## config.mk

```make
export PLATFORM = sky130hd
export DESIGN_NAME = adder
export DESIGN_NICKNAME = d
export VERILOG_FILES = /design/src/rtl/adder.sv
export SDC_FILE = /design/constraint.sdc
export NUM_CORES = 1
export LEC_CHECK = 0
export CAP_MARGIN = 0
export CORE_MARGIN = 1
export CORE_UTILIZATION = 46
export DETAILED_ROUTE_END_ITERATION = 6
export PLACE_DENSITY_LB_ADDON = 0.08
export SLEW_MARGIN = 20
export SYNTH_ARGS = -nofsm -noshare
export SYNTH_HDL_FRONTEND = slang
export SYNTH_SLANG_ARGS = --single-unit
```

## constraint.sdc

```tcl
create_clock -name clk -period 1.4 [get_ports clk]
set_input_delay 0.21 -clock clk [delete_from_list [all_inputs] [get_ports clk]]
set_output_delay 0.21 -clock clk [all_outputs]
set_load 0.1 [all_outputs]
```

## src/rtl/adder.sv

```systemverilog
// Registered WIDTH-bit add/subtract unit with carry-out, signed overflow and one-cycle latency.
// Define ADDER_SAT_EN to clamp signed-overflow results to the most positive/negative value.
module adder #(
    parameter int WIDTH = 8
) (
    input  logic             clk,
    input  logic             rst,
    input  logic             in_valid,
    input  logic [WIDTH-1:0] a,
    input  logic [WIDTH-1:0] b,
    input  logic             cin,
    input  logic             sub,
    output logic [WIDTH-1:0] sum,
    output logic             cout,
    output logic             ovf,
    output logic             out_valid
);

    // Handshake: a, b, cin and sub are taken on every rising edge where in_valid=1;
    // there is no ready, so nothing is ever refused. out_valid is in_valid delayed
    // one cycle and marks the cycle in which sum/cout/ovf first show that result.

    localparam int LEVELS = $clog2(WIDTH + 1);

    logic [WIDTH-1:0] b_eff;
    logic [WIDTH-1:0] bit_gen;
    logic [WIDTH-1:0] bit_prop;
    logic [WIDTH:0]   grp_gen;
    logic [WIDTH:0]   grp_prop;
    logic [WIDTH:0]   nxt_gen;
    logic [WIDTH:0]   nxt_prop;
    logic [WIDTH-1:0] raw_sum;
    logic             raw_cout;
    logic             raw_ovf;
    logic [WIDTH-1:0] res_sum;
    logic [WIDTH-1:0] sat_max;
    logic [WIDTH-1:0] sat_min;

    assign b_eff    = sub ? ~b : b;
    assign bit_gen  = a & b_eff;
    assign bit_prop = a ^ b_eff;
    assign sat_max  = {1'b0, {(WIDTH-1){1'b1}}};
    assign sat_min  = {1'b1, {(WIDTH-1){1'b0}}};

    // Kogge-Stone prefix over WIDTH+1 positions: position 0 carries cin as a pure
    // generate, position j+1 is operand bit j. After the last level grp_gen[j] is
    // the carry into bit j and grp_gen[WIDTH] is the carry out of the top bit.
    always_comb begin
        grp_gen  = {bit_gen, cin};
        grp_prop = {bit_prop, 1'b0};
        nxt_gen  = '0;
        nxt_prop = '0;
        for (int k = 0; k < LEVELS; k++) begin
            for (int i = 0; i <= WIDTH; i++) begin
                if (i >= (1 << k)) begin
                    nxt_gen[i]  = grp_gen[i] | (grp_prop[i] & grp_gen[i - (1 << k)]);
                    nxt_prop[i] = grp_prop[i] & grp_prop[i - (1 << k)];
                end else begin
                    nxt_gen[i]  = grp_gen[i];
                    nxt_prop[i] = grp_prop[i];
                end
            end
            grp_gen  = nxt_gen;
            grp_prop = nxt_prop;
        end
    end

    assign raw_sum  = bit_prop ^ grp_gen[WIDTH-1:0];
    assign raw_cout = grp_gen[WIDTH];
    assign raw_ovf  = (a[WIDTH-1] == b_eff[WIDTH-1]) && (raw_sum[WIDTH-1] != a[WIDTH-1]);

`ifdef ADDER_SAT_EN
    // On overflow both operands share a sign, and that sign is the true result's sign.
    always_comb begin
        res_sum = raw_sum;
        if (raw_ovf) begin
            res_sum = a[WIDTH-1] ? sat_min : sat_max;
        end
    end
`else
    always_comb begin
        res_sum = raw_sum;
    end
`endif

    always_ff @(posedge clk or posedge rst) begin
        if (rst) begin
            sum       <= '0;
            cout      <= 1'b0;
            ovf       <= 1'b0;
            out_valid <= 1'b0;
        end else begin
            out_valid <= in_valid;
            if (in_valid) begin
                sum  <= res_sum;
                cout <= raw_cout;
                ovf  <= raw_ovf;
            end
        end
    end

endmodule

```

==> results of run 1 <==
kinds of logic after synthesis:
group	count (synthesis)
AOI/OAI and AO/OA	23
xor gates and xnor gates	13
adders and majority gates	9
buffers and inverters	8
DFF	11
muxes	4
and+or+nand+nor	12
stage by stage:
stage	worst slack, ns	instance area (um2)
after floorplan	-0.534	838
after detailed placement	-1.07	1360
after global placement	-1.03	1360
==> summary.md, run 1 <==
| Metric | Value |
|---|---|
| Die span in y | `~44 um` |
| Die width | `44.0 um` |
| Buffer count from post-CTS setup fixing | `9` |
| Most instantiated flip-flop cell in the synthesis netlist | `dfrtp_1` |
| Post-cts hold buffer count | `0` |
| Leading post-synthesis cells by instance count | `dfrtp_1 (11), xor2_1 (10), a21oi_1 (8), ha_1 (8), inv_1 (5)` |
| Post-synthesis sequential element count | `11` |
| Clock buffer depth | `2` |
| IO Port Bufs | `31` |
| Status | `did not finish` |
| Mux share of post-synthesis cell area | `5.55%` |
| Placer Congestion | `0.766` |
| Post-synthesis instance total | `80` |
| Net count after synthesis | `110` |
| Ys async rst share | `between 90% and 100%` |
| Top cell type's share of synthesized area | `33.9%` |
| Number of placed cells counting well taps | `137` |
| Number of library cell types mapped by synthesis | `29` |
| Library cell with the largest summed area after synthesis | `dfrtp_1` |
| Maximum level of the CTS H-tree | `1` |
| Xor/xnor share of the synthesized area | `14.0%` |
| Area fraction in compound gates after synthesis | `20.5%` |
| Number of standard-cell rows in the floorplan | `14` |
| Synthesized-area fraction occupied by adder cells | `14.8%` |
| Number of flops mapped to enable cells by yosys | `0` |
| Number of gates resized after cts | `46` |
| Combinational family with the most area after synthesis | `compound AO/OA/AOI/OAI gates` |
| Avg Synthesized Cell Area | `10.2 um2` |
| Effective utilization at floorplan | `between 50% and 60%` |
| Warnings, synthesis | `0` |
| Post-synthesis cell area | `a little over 800 um2` |
| Number of top-level pins | `32` |
| Cell at the root of the clock tree | `clkbuf_4` |
| Post-Synth Simple-Gate Area | `7.55%` |
| Sequential fraction of the synthesis area | `between 30% and 40%` |
| First error | `[ERROR DPL-0038] Utilization greater than 100%, impossible to legalize` |
| Last stage | `clock tree synthesis` |
| TritonCTS Sinks | `11` |
| Library cell with the highest instance count after synthesis | `dfrtp_1` |
| Cell types occupying the most area after synthesis | `dfrtp_1 (34%), ha_1 (12%), xor2_1 (11%)` |
| Num CTS Buffers | `3` |
| Dpl hpwl | `1.71 mm` |
==> inputs of run 2 (changes only) <==
--- a/config.mk
+++ b/config.mk
@@ -6,10 +6,10 @@
 export NUM_CORES = 1
 export LEC_CHECK = 0
 export CAP_MARGIN = 0
-export CORE_MARGIN = 1
-export CORE_UTILIZATION = 46
+export CORE_AREA = 2 2 63 65
 export DETAILED_ROUTE_END_ITERATION = 6
-export PLACE_DENSITY_LB_ADDON = 0.08
+export DIE_AREA = 0 0 65 67
+export PLACE_DENSITY_LB_ADDON = 0.15
 export SLEW_MARGIN = 20
 export SYNTH_ARGS = -nofsm -noshare
 export SYNTH_HDL_FRONTEND = slang
==> summary.md, run 2 <==
| Metric | Value |
|---|---|
| Library cell with the highest instance count after synthesis | `dfrtp_1` |
| Proportion of power drawn by combinational gates | `67.8%` |
| Count of antenna diodes in the layout | `0` |
| Worst Setup EP | `sum[5]$_DFFE_PP0P_` |
| Post-synthesis sequential element count | `11` |
| Total die area | `4360 um2` |
| Number of standard-cell rows in the floorplan | `22` |
| Slew margin rel. | `between 70 and 80%` |
| Total Routed Length | `2.41 mm` |
| Most frequent standard cell in the layout excluding fill and tap cells | `buf_4` |
| Total power of the final layout | `2460 uW` |
| DRC violation total after the first TritonRoute iteration | `12` |
| Synthesized-area fraction occupied by adder cells | `14.8%` |
| Number of library cell types mapped by synthesis | `29` |
| Post-synthesis cell area | `between 800 and 900 um2` |
| Average vias per placed instance | `4.33` |
| Mux share of post-synthesis cell area | `between 5 and 6%` |
| Maximum resistive drop on vdd | `0.438 mV` |
| IO Port Bufs | `31` |
| Post-layout nets | `170` |
| Maximum Capacitance Violations | `0` |
| Violated checks | `negative setup slack` |
| Crit end category | `register` |
| Setup repair after global routing missed its margin | `yes` |
| Largest net degree at the start of global routing | `18` |
| Leak Pwr | `0.000789 uW` |
| Path class of the lowest-slack min-delay path | `in -> async` |
| Library cell with the largest summed area after synthesis | `dfrtp_1` |
| Count of filler cells inserted in the layout | `320` |
| Clock buffer depth | `2` |
| Num CTS Buffers | `3` |
| Status | `complete, but fails checks` |
| Top cell type's share of synthesized area | `33.9%` |
| # DRC | `0` |
| Max Fclk | `583 MHz` |
| Die span in y | `67 um` |
| Post-Synth Simple-Gate Area | `7.55%` |
| TritonCTS Sinks | `11` |
| Maximum level of the CTS H-tree | `1` |
| Reg-to-reg critical path startpoint | `sum[6]$_DFFE_PP0P_` |
| Post-synthesis instance total | `80` |
| Setup clock skew after layout | `0 ns` |
| Layout cell share with drive strength beyond 1 | `57.6%` |
| Flip-flop count of the largest register after layout | `8` |
| Via count of the first global-routing pass | `between 800 and 900` |
| Area taken by multi-input logic gates | `between 700 and 800 um2` |
| Internal power consumption | `between 1000 and 1500 uW` |
| Final core utilization | `49.5%` |
| Number of top-level pins | `32` |
| Source of the critical timing path | `sub` |
| Placer Congestion | `0.763` |
| PD cells | `approximately 1400 nW/um2` |
| Wire length per cell after detailed routing | `roughly 13 um` |
| Area fraction in compound gates after synthesis | `20.5%` |
| Required time reported for the critical path endpoint | `1.52 ns` |
| Net switching component of the power | `about 1100 uW` |
| Warnings, synthesis | `0` |
| Net Sw Frac | `a little under half` |
| Clock edge transition at the registers on the reported setup and hold paths | `0.05 ns` |
| Ys async rst share | `100%` |
| Number of antenna violations at the first check in global routing | `0` |
| Effective utilization at floorplan | `between 20% and 30%` |
| Startpoint type of the worst setup path | `primary input` |
| Clock tree from TritonCTS | `built` |
| Net count after synthesis | `110` |
| Final number of setup-violating endpoints | `8` |
| Minimum hold slack | `0.275 ns` |
| DR pass1 iterations | `3` |
| Die width | `65 um` |
| Avg Synthesized Cell Area | `10.2 um2` |
| Slew at the pin with the worst max-slew slack | `between 0.4 and 0.5 ns` |
| Cell at the root of the clock tree | `clkbuf_8` |
| Total overflow reported by the global router | `0` |
| Most instantiated flip-flop cell in the synthesis netlist | `dfrtp_1` |
| Highest net fanout along the worst path | `5` |
| Endpoint of the lowest-slack register-to-register path | `sum[6]$_DFFE_PP0P_` |
| Global-route total usage across every layer | `11.3%` |
| Commonest cells after routing, fill and taps aside | `buf_4 (18), buf_12 (14), dfrtp_1 (11)` |
| PnR worst setup slack | `-0.317 ns` |
| Start-to-end type of the worst setup path | `in -> reg` |
| Total area of sequential cells | `approximately 280 um2` |
| Slack of the worst reg-to-reg path | `0.57 ns` |
| Part of the cycle the worst path needs | `123%` |
| Final critical path time including I/O delays and setup | `between 1.5 and 2 ns` |
| Number of vias after detailed routing | `810` |
| Leading post-synthesis cells by instance count | `dfrtp_1 (11), xor2_1 (10), a21oi_1 (8), ha_1 (8), inv_1 (5)` |
| Sequential fraction of the synthesis area | `33.9%` |
| Xor/xnor share of the synthesized area | `14.0%` |
| Count of nets left with antenna violations after detail routing | `0` |
| Reg2reg path depth | `2` |
| Number of flops mapped to enable cells by yosys | `0` |
| Proportion of power drawn by flip-flops and latches | `19.7%` |
| Combinational family with the most area after synthesis | `compound AO/OA/AOI/OAI gates` |
| Core area | `3610 um2` |
| Cell types occupying the most area after synthesis | `dfrtp_1 (34%), ha_1 (12%), xor2_1 (11%)` |
| Endpoint arrival time on the critical path | `1.83 ns` |
| Dpl hpwl | `1.64 mm` |
| Clock share of power | `12.5%` |
| Number of slew-limit violations in the final report | `0` |
| Later-pin clock latency in the skew report | `0.23 ns` |
| Biggest register | `sum` |
| Post-synthesis to final-layout area growth | `120%` |
| Number of failing hold endpoints at the final stage | `0` |
| Post-cts hold buffer count | `0` |
| First-pass GRT wire length | `3.78 mm` |
| Total Neg Setup Slack | `-1.75 ns` |
[run 2: cell counts after synthesis]
Identical to the previous run, type by type.
[run 2: layout make-up]
cell class	count	share of cell area [%]
Tap cell	48	3.36
Clock inverter	1	0.280
Multi-Input combinational cell	61	40.2
Clock buffer	3	2.31
Timing Repair Buffer	58	37.4
Sequential cell	11	15.4
Inverter	5	1.05
[run 2: logic make-up after synthesis]
family,count (synthesis)
xor gates and xnor gates,13
muxes,4
and+or+nand+nor,12
AOI/OAI and AO/OA,23
adders and majority gates,9
DFF,11
buffers and inverters,8
[run 2: worst max-delay path, cell delays in order]
cell and delay, ns:
buf_12 0.12, buf_12 0.12, xor2_4 0.18, ha_4 0.24, a211oi_4 0.27, buf_4 0.15
o21bai_1 0.05, a21oi_1 0.16, xnor2_1 0.09, mux2_4 0.25
[run 2: worst min path at each step]
stage,from,end,slack (ns),cells after the start
finish,rst,sum[4]$_DFFE_PP0P_,0.28,2
global route,rst,sum[4]$_DFFE_PP0P_,0.31,2
CTS,rst,sum[4]$_DFFE_PP0P_,0.29,2
detailed placement,rst,sum[4]$_DFFE_PP0P_,0.54,2
global placement,rst,sum[4]$_DFFE_PP0P_,0.54,2
floorplan,rst,cout$_DFFE_PP0P_,0.06,1
[run 2: metrics by stage]
stage / instances / instance area, um2 / setup slack (ns)
2_1_floorplan: 80 / 838 / -0.534
5_1_grt: 187 / 1790 / -0.362
3_3_place_gp: 171 / 1410 / -1.09
6_report: 187 / 1790 / -0.317
3_5_place_dp: 171 / 1410 / -1.17
4_1_cts: 183 / 1650 / -0.384
[run 2: timing repair]
| item | 4_1_cts | 5_1_grt |
|---|---|---|
| setup endpoints to repair | 10 | 8 |
| hold endpoints to repair | 0 | 0 |
| setup buffers | 8 | 5 |
| gates resized for setup | 55 | 22 |
| pin swaps | 28 | 16 |
[run 2: metal layers]
layer / vias up / GRT usage (%) / share of wire, %
met5: - / 0 / 0
met4: 0 / 3.19 / 0.17
met3: 2 / 2.70 / 4.9
met2: 19 / 20.2 / 53
met1: 390 / 13.3 / 42
li1: 399 / - / -
[run 2: power groups by stage]
stage	Clock, uW	Combinational [uW]	Sequential [uW]
2_1_floorplan	0	305	1020
3_3_place_gp	0	1410	487
6_report	307	1670	485
4_1_cts	317	1560	486
5_1_grt	336	1740	495
3_5_place_dp	0	1420	490
Note: power is estimated with default switching activity, not from simulation.
==> inputs of run 3 (changes only) <==
--- a/config.mk
+++ b/config.mk
@@ -5,6 +5,7 @@
 export SDC_FILE = /design/constraint.sdc
 export NUM_CORES = 1
 export LEC_CHECK = 0
+export ABC_AREA = 1
 export CAP_MARGIN = 0
 export CORE_AREA = 2 2 63 65
 export DETAILED_ROUTE_END_ITERATION = 6
==> summary.md, run 3 <==
| Metric | Value |
|---|---|
| Status | `complete, no violations` |
| Reg-to-reg critical path startpoint | `sum[1]$_DFFE_PP0P_` |
| Later-pin clock latency in the skew report | `0.23 ns` |
| Library cell with the largest summed area after synthesis | `dfrtp_1` |
| Most frequent standard cell in the layout excluding fill and tap cells | `nand2_1` |
| Startpoint type of the worst setup path | `primary input` |
| Number of antenna violations at the first check in global routing | `0` |
| Die span in y | `67 um` |
| Delay-heaviest family, CP | `buffers and inverters` |
| Maximum resistive drop on vdd | `slightly above 0.3 mV` |
| Final core utilization | `53.5%` |
| Max Fclk | `744 MHz` |
| Biggest register | `sum` |
| Path class of the lowest-slack min-delay path | `in -> async` |
| Number of vias after detailed routing | `just over 1000` |
| Number of slew-limit violations in the final report | `0` |
| Number of library cell types mapped by synthesis | `22` |
| Cell types occupying the most area after synthesis | `dfrtp_1 (29%), nand2_1 (21%), ha_1 (10%)` |
| Most instantiated flip-flop cell in the synthesis netlist | `dfrtp_1` |
| Delay of the slowest critical-path stage | `0.31 ns` |
| IO Port Bufs | `31` |
| Maximum level of the CTS H-tree | `1` |
| Final number of setup-violating endpoints | `0` |
| Required time reported for the critical path endpoint | `1.52 ns` |
| Highest net fanout along the worst path | `6` |
| Number of top-level pins | `32` |
| Wire length on met2 | `approximately 1.3 mm` |
| Net count after synthesis | `169` |
| Clock buffer depth | `2` |
| Largest net degree at the start of global routing | `12` |
| Endpoint arrival time on the critical path | `about 1.5 ns` |
| Post-synthesis instance total | `roughly 140` |
| Placer Congestion | `0.764` |
| Leak Pwr | `0.000945 uW` |
| Avg Synthesized Cell Area | `6.87 um2` |
| Average vias per placed instance | `4.23` |
| Post-synthesis to final-layout area growth | `102%` |
| Post-synthesis sequential element count | `11` |
| Via count of the first global-routing pass | `1001` |
| Total Neg Setup Slack | `0 ns` |
| Number of cells on the critical path | `12` |
| Clock tree from TritonCTS | `built` |
| DR pass1 iterations | `4` |
| DRC violation total after the first TritonRoute iteration | `14` |
| PD cells | `1120 nW/um2` |
| Maximum Capacitance Violations | `0` |
| Post-layout nets | `222` |
| Part of the cycle the worst path needs | `96.0%` |
| Post-synthesis cell area | `955 um2` |
| Commonest cells after routing, fill and taps aside | `nand2_1 (42), buf_4 (17), inv_1 (13)` |
| Sequential fraction of the synthesis area | `28.8%` |
| Layout cell share with drive strength beyond 1 | `42.9%` |
| Metal3 WL | `roughly 120 um` |
| Met1 wire length | `1.07 mm` |
| Total die area | `4360 um2` |
| # DRC | `0` |
| Leading post-synthesis cells by instance count | `nand2_1 (53), inv_1 (15), nand3_1 (13), dfrtp_1 (11), nor2_1 (11)` |
| Total power of the final layout | `2170 uW` |
| Number of placed cells counting well taps | `231` |
| Cell at the root of the clock tree | `clkbuf_8` |
| Count of nets left with antenna violations after detail routing | `0` |
| Cell mode on critical path | `nand2_1` |
| Number of flops mapped to enable cells by yosys | `0` |
| Top Layer Used | `met4` |
| Dpl hpwl | `1.91 mm` |
| First-pass GRT wire length | `4.28 mm` |
| CP cell instances | `buf_8 -> buf_12 -> xor2_4 -> ha_4 -> nand2_2 -> nand2_2 -> buf_4 -> inv_2 -> nand2_1 -> nand2_1 -> nand3_1 -> nand2_1` |
| Reg2reg path depth | `2` |
| Crit end category | `register` |
| Slew at the pin with the worst max-slew slack | `0.411 ns` |
| Flip-flop count of the largest register after layout | `8` |
| Core area | `3610 um2` |
| Clock edge transition at the registers on the reported setup and hold paths | `~0.050 ns` |
| Final cell count without fillers | `239` |
| Number of standard-cell rows in the floorplan | `22` |
| Setup clock skew after layout | `0 ns` |
| Final critical path time including I/O delays and setup | `1.34 ns` |
| Total Routed Length | `2.52 mm` |
| Start-to-end type of the worst setup path | `in -> reg` |
| Post-cts hold buffer count | `0` |
| Setup repair after global routing missed its margin | `yes` |
| CP bufs+invs | `4` |
| Num CTS Buffers | `3` |
| Top cell type's share of synthesized area | `28.8%` |
| Global-route total usage across every layer | `between 10% and 20%` |
| Library cell with the highest instance count after synthesis | `nand2_1` |
| Effective utilization at floorplan | `a little over a quarter` |
| Total overflow reported by the global router | `0` |
| Crit-path slowest cell | `ha_4` |
| Warnings, synthesis | `0` |
| Slew margin rel. | `72.6%` |
| TritonCTS Sinks | `11` |
| Count of antenna diodes in the layout | `0` |
| Ys async rst share | `between 90% and 100%` |
| Wire length per cell after detailed routing | `10.5 um` |
| Number of failing hold endpoints at the final stage | `0` |
| Die width | `65 um` |
| Source of the critical timing path | `sub` |
run 3: cell types whose count changed in the layout (fill, tap and decap cells not counted), moves of 4 or more:
cell,before,now
buf_6,7,1
ha_4,3,7
nor2_1,1,7
dlymetal6s2s_1,2,6
xor2_1,6,1
nand2_1,2,42
nand3_1,1,9
inv_1,4,13
nand2_2,0,10
xor2_4,2,6
run 3: final cells by class:
| cell class | instances | area (um2) |
|---|---|---|
| Fill cell | 335 | 1680 |
| Multi-Input combinational cell | 110 | 916 |
| Timing Repair Buffer | 50 | 574 |
| Sequential cell | 11 | 275 |
| Inverter | 16 | 60.1 |
| Tap cell | 48 | 60.1 |
| Clock buffer | 4 | 45.0 |
run 3: where the power goes:
group          switching [uW]  internal, uW  leakage [uW]  total (uW)
Sequential               65.0           379      0.000132         444
Combinational             826           593      0.000790        1420
Clock                     108           199     0.0000228         307
Total                     999          1170      0.000945        2170
run 3: routing by layer:
layer	global-route usage [%]	vias to the layer above
met5	0	-
met4	4.79	0
met3	1.35	2
met2	21.8	21
met1	15.2	451
li1	-	538
run 3: what timing repair did:
action,in CTS,in global routing
cloned,0,0
buffers inserted,3,1
pin swaps,42,17
setup endpoints to repair,10,8
gates resized for setup,45,42
run 3: worst paths after layout:
kind | to | slack [ns]
setup / recovery | sum[5]$_DFFE_PP0P_ | 0.06
hold / removal | sum[1]$_DFFE_PP0P_ | 0.27
setup reg to reg | sum[1]$_DFFE_PP0P_ | 0.70
hold reg to reg | sum[0]$_DFFE_PP0P_ | 0.53
max in group asynchronous | ovf$_DFFE_PP0P_ | 0.84
min in group clk | sum[0]$_DFFE_PP0P_ | 0.53
run 3: worst reg2reg max path: cells and delay by family, from the launching register on:
kind / cells / cell delay, ns
AOI/OAI and AO/OA: 1 / 0.09
and+or+nand+nor: 1 / 0.08
DFF: 1 / 0.41
run 3: cell families (layout without fill, tap and decap cells):
kind of cell               count (synthesis)  after routing  synth area share [%]
AOI/OAI and AO/OA                          7              7                  4.06
xor gates and xnor gates                   8              8                  7.34
adders and majority gates                  9              9                  12.6
buffers and inverters                     18             70                  7.99
DFF                                       11             11                  28.8
and+or+nand+nor                           86             86                  39.2
run 3: per-stage QoR:
step                      cell area [um2]  setup slack, ns  hold slack (ns)
after global routing                 1930          -0.0343            0.323
after detailed placement             1540           -0.640            0.529
after CTS                            1740          0.00332            0.289
final                                1930           0.0560            0.271
after global placement               1540           -0.619            0.521
after floorplan                       975          -0.0667           0.0624
==> inputs of run 4 (changes only) <==
--- a/config.mk
+++ b/config.mk
@@ -10,6 +10,7 @@
 export CORE_AREA = 2 2 63 65
 export DETAILED_ROUTE_END_ITERATION = 6
 export DIE_AREA = 0 0 65 67
+export GPL_ROUTABILITY_DRIVEN = 0
 export PLACE_DENSITY_LB_ADDON = 0.15
 export SLEW_MARGIN = 20
 export SYNTH_ARGS = -nofsm -noshare
==> results of run 4 <==
No change in the layout: final DEF, timing and power equal those of run 3.
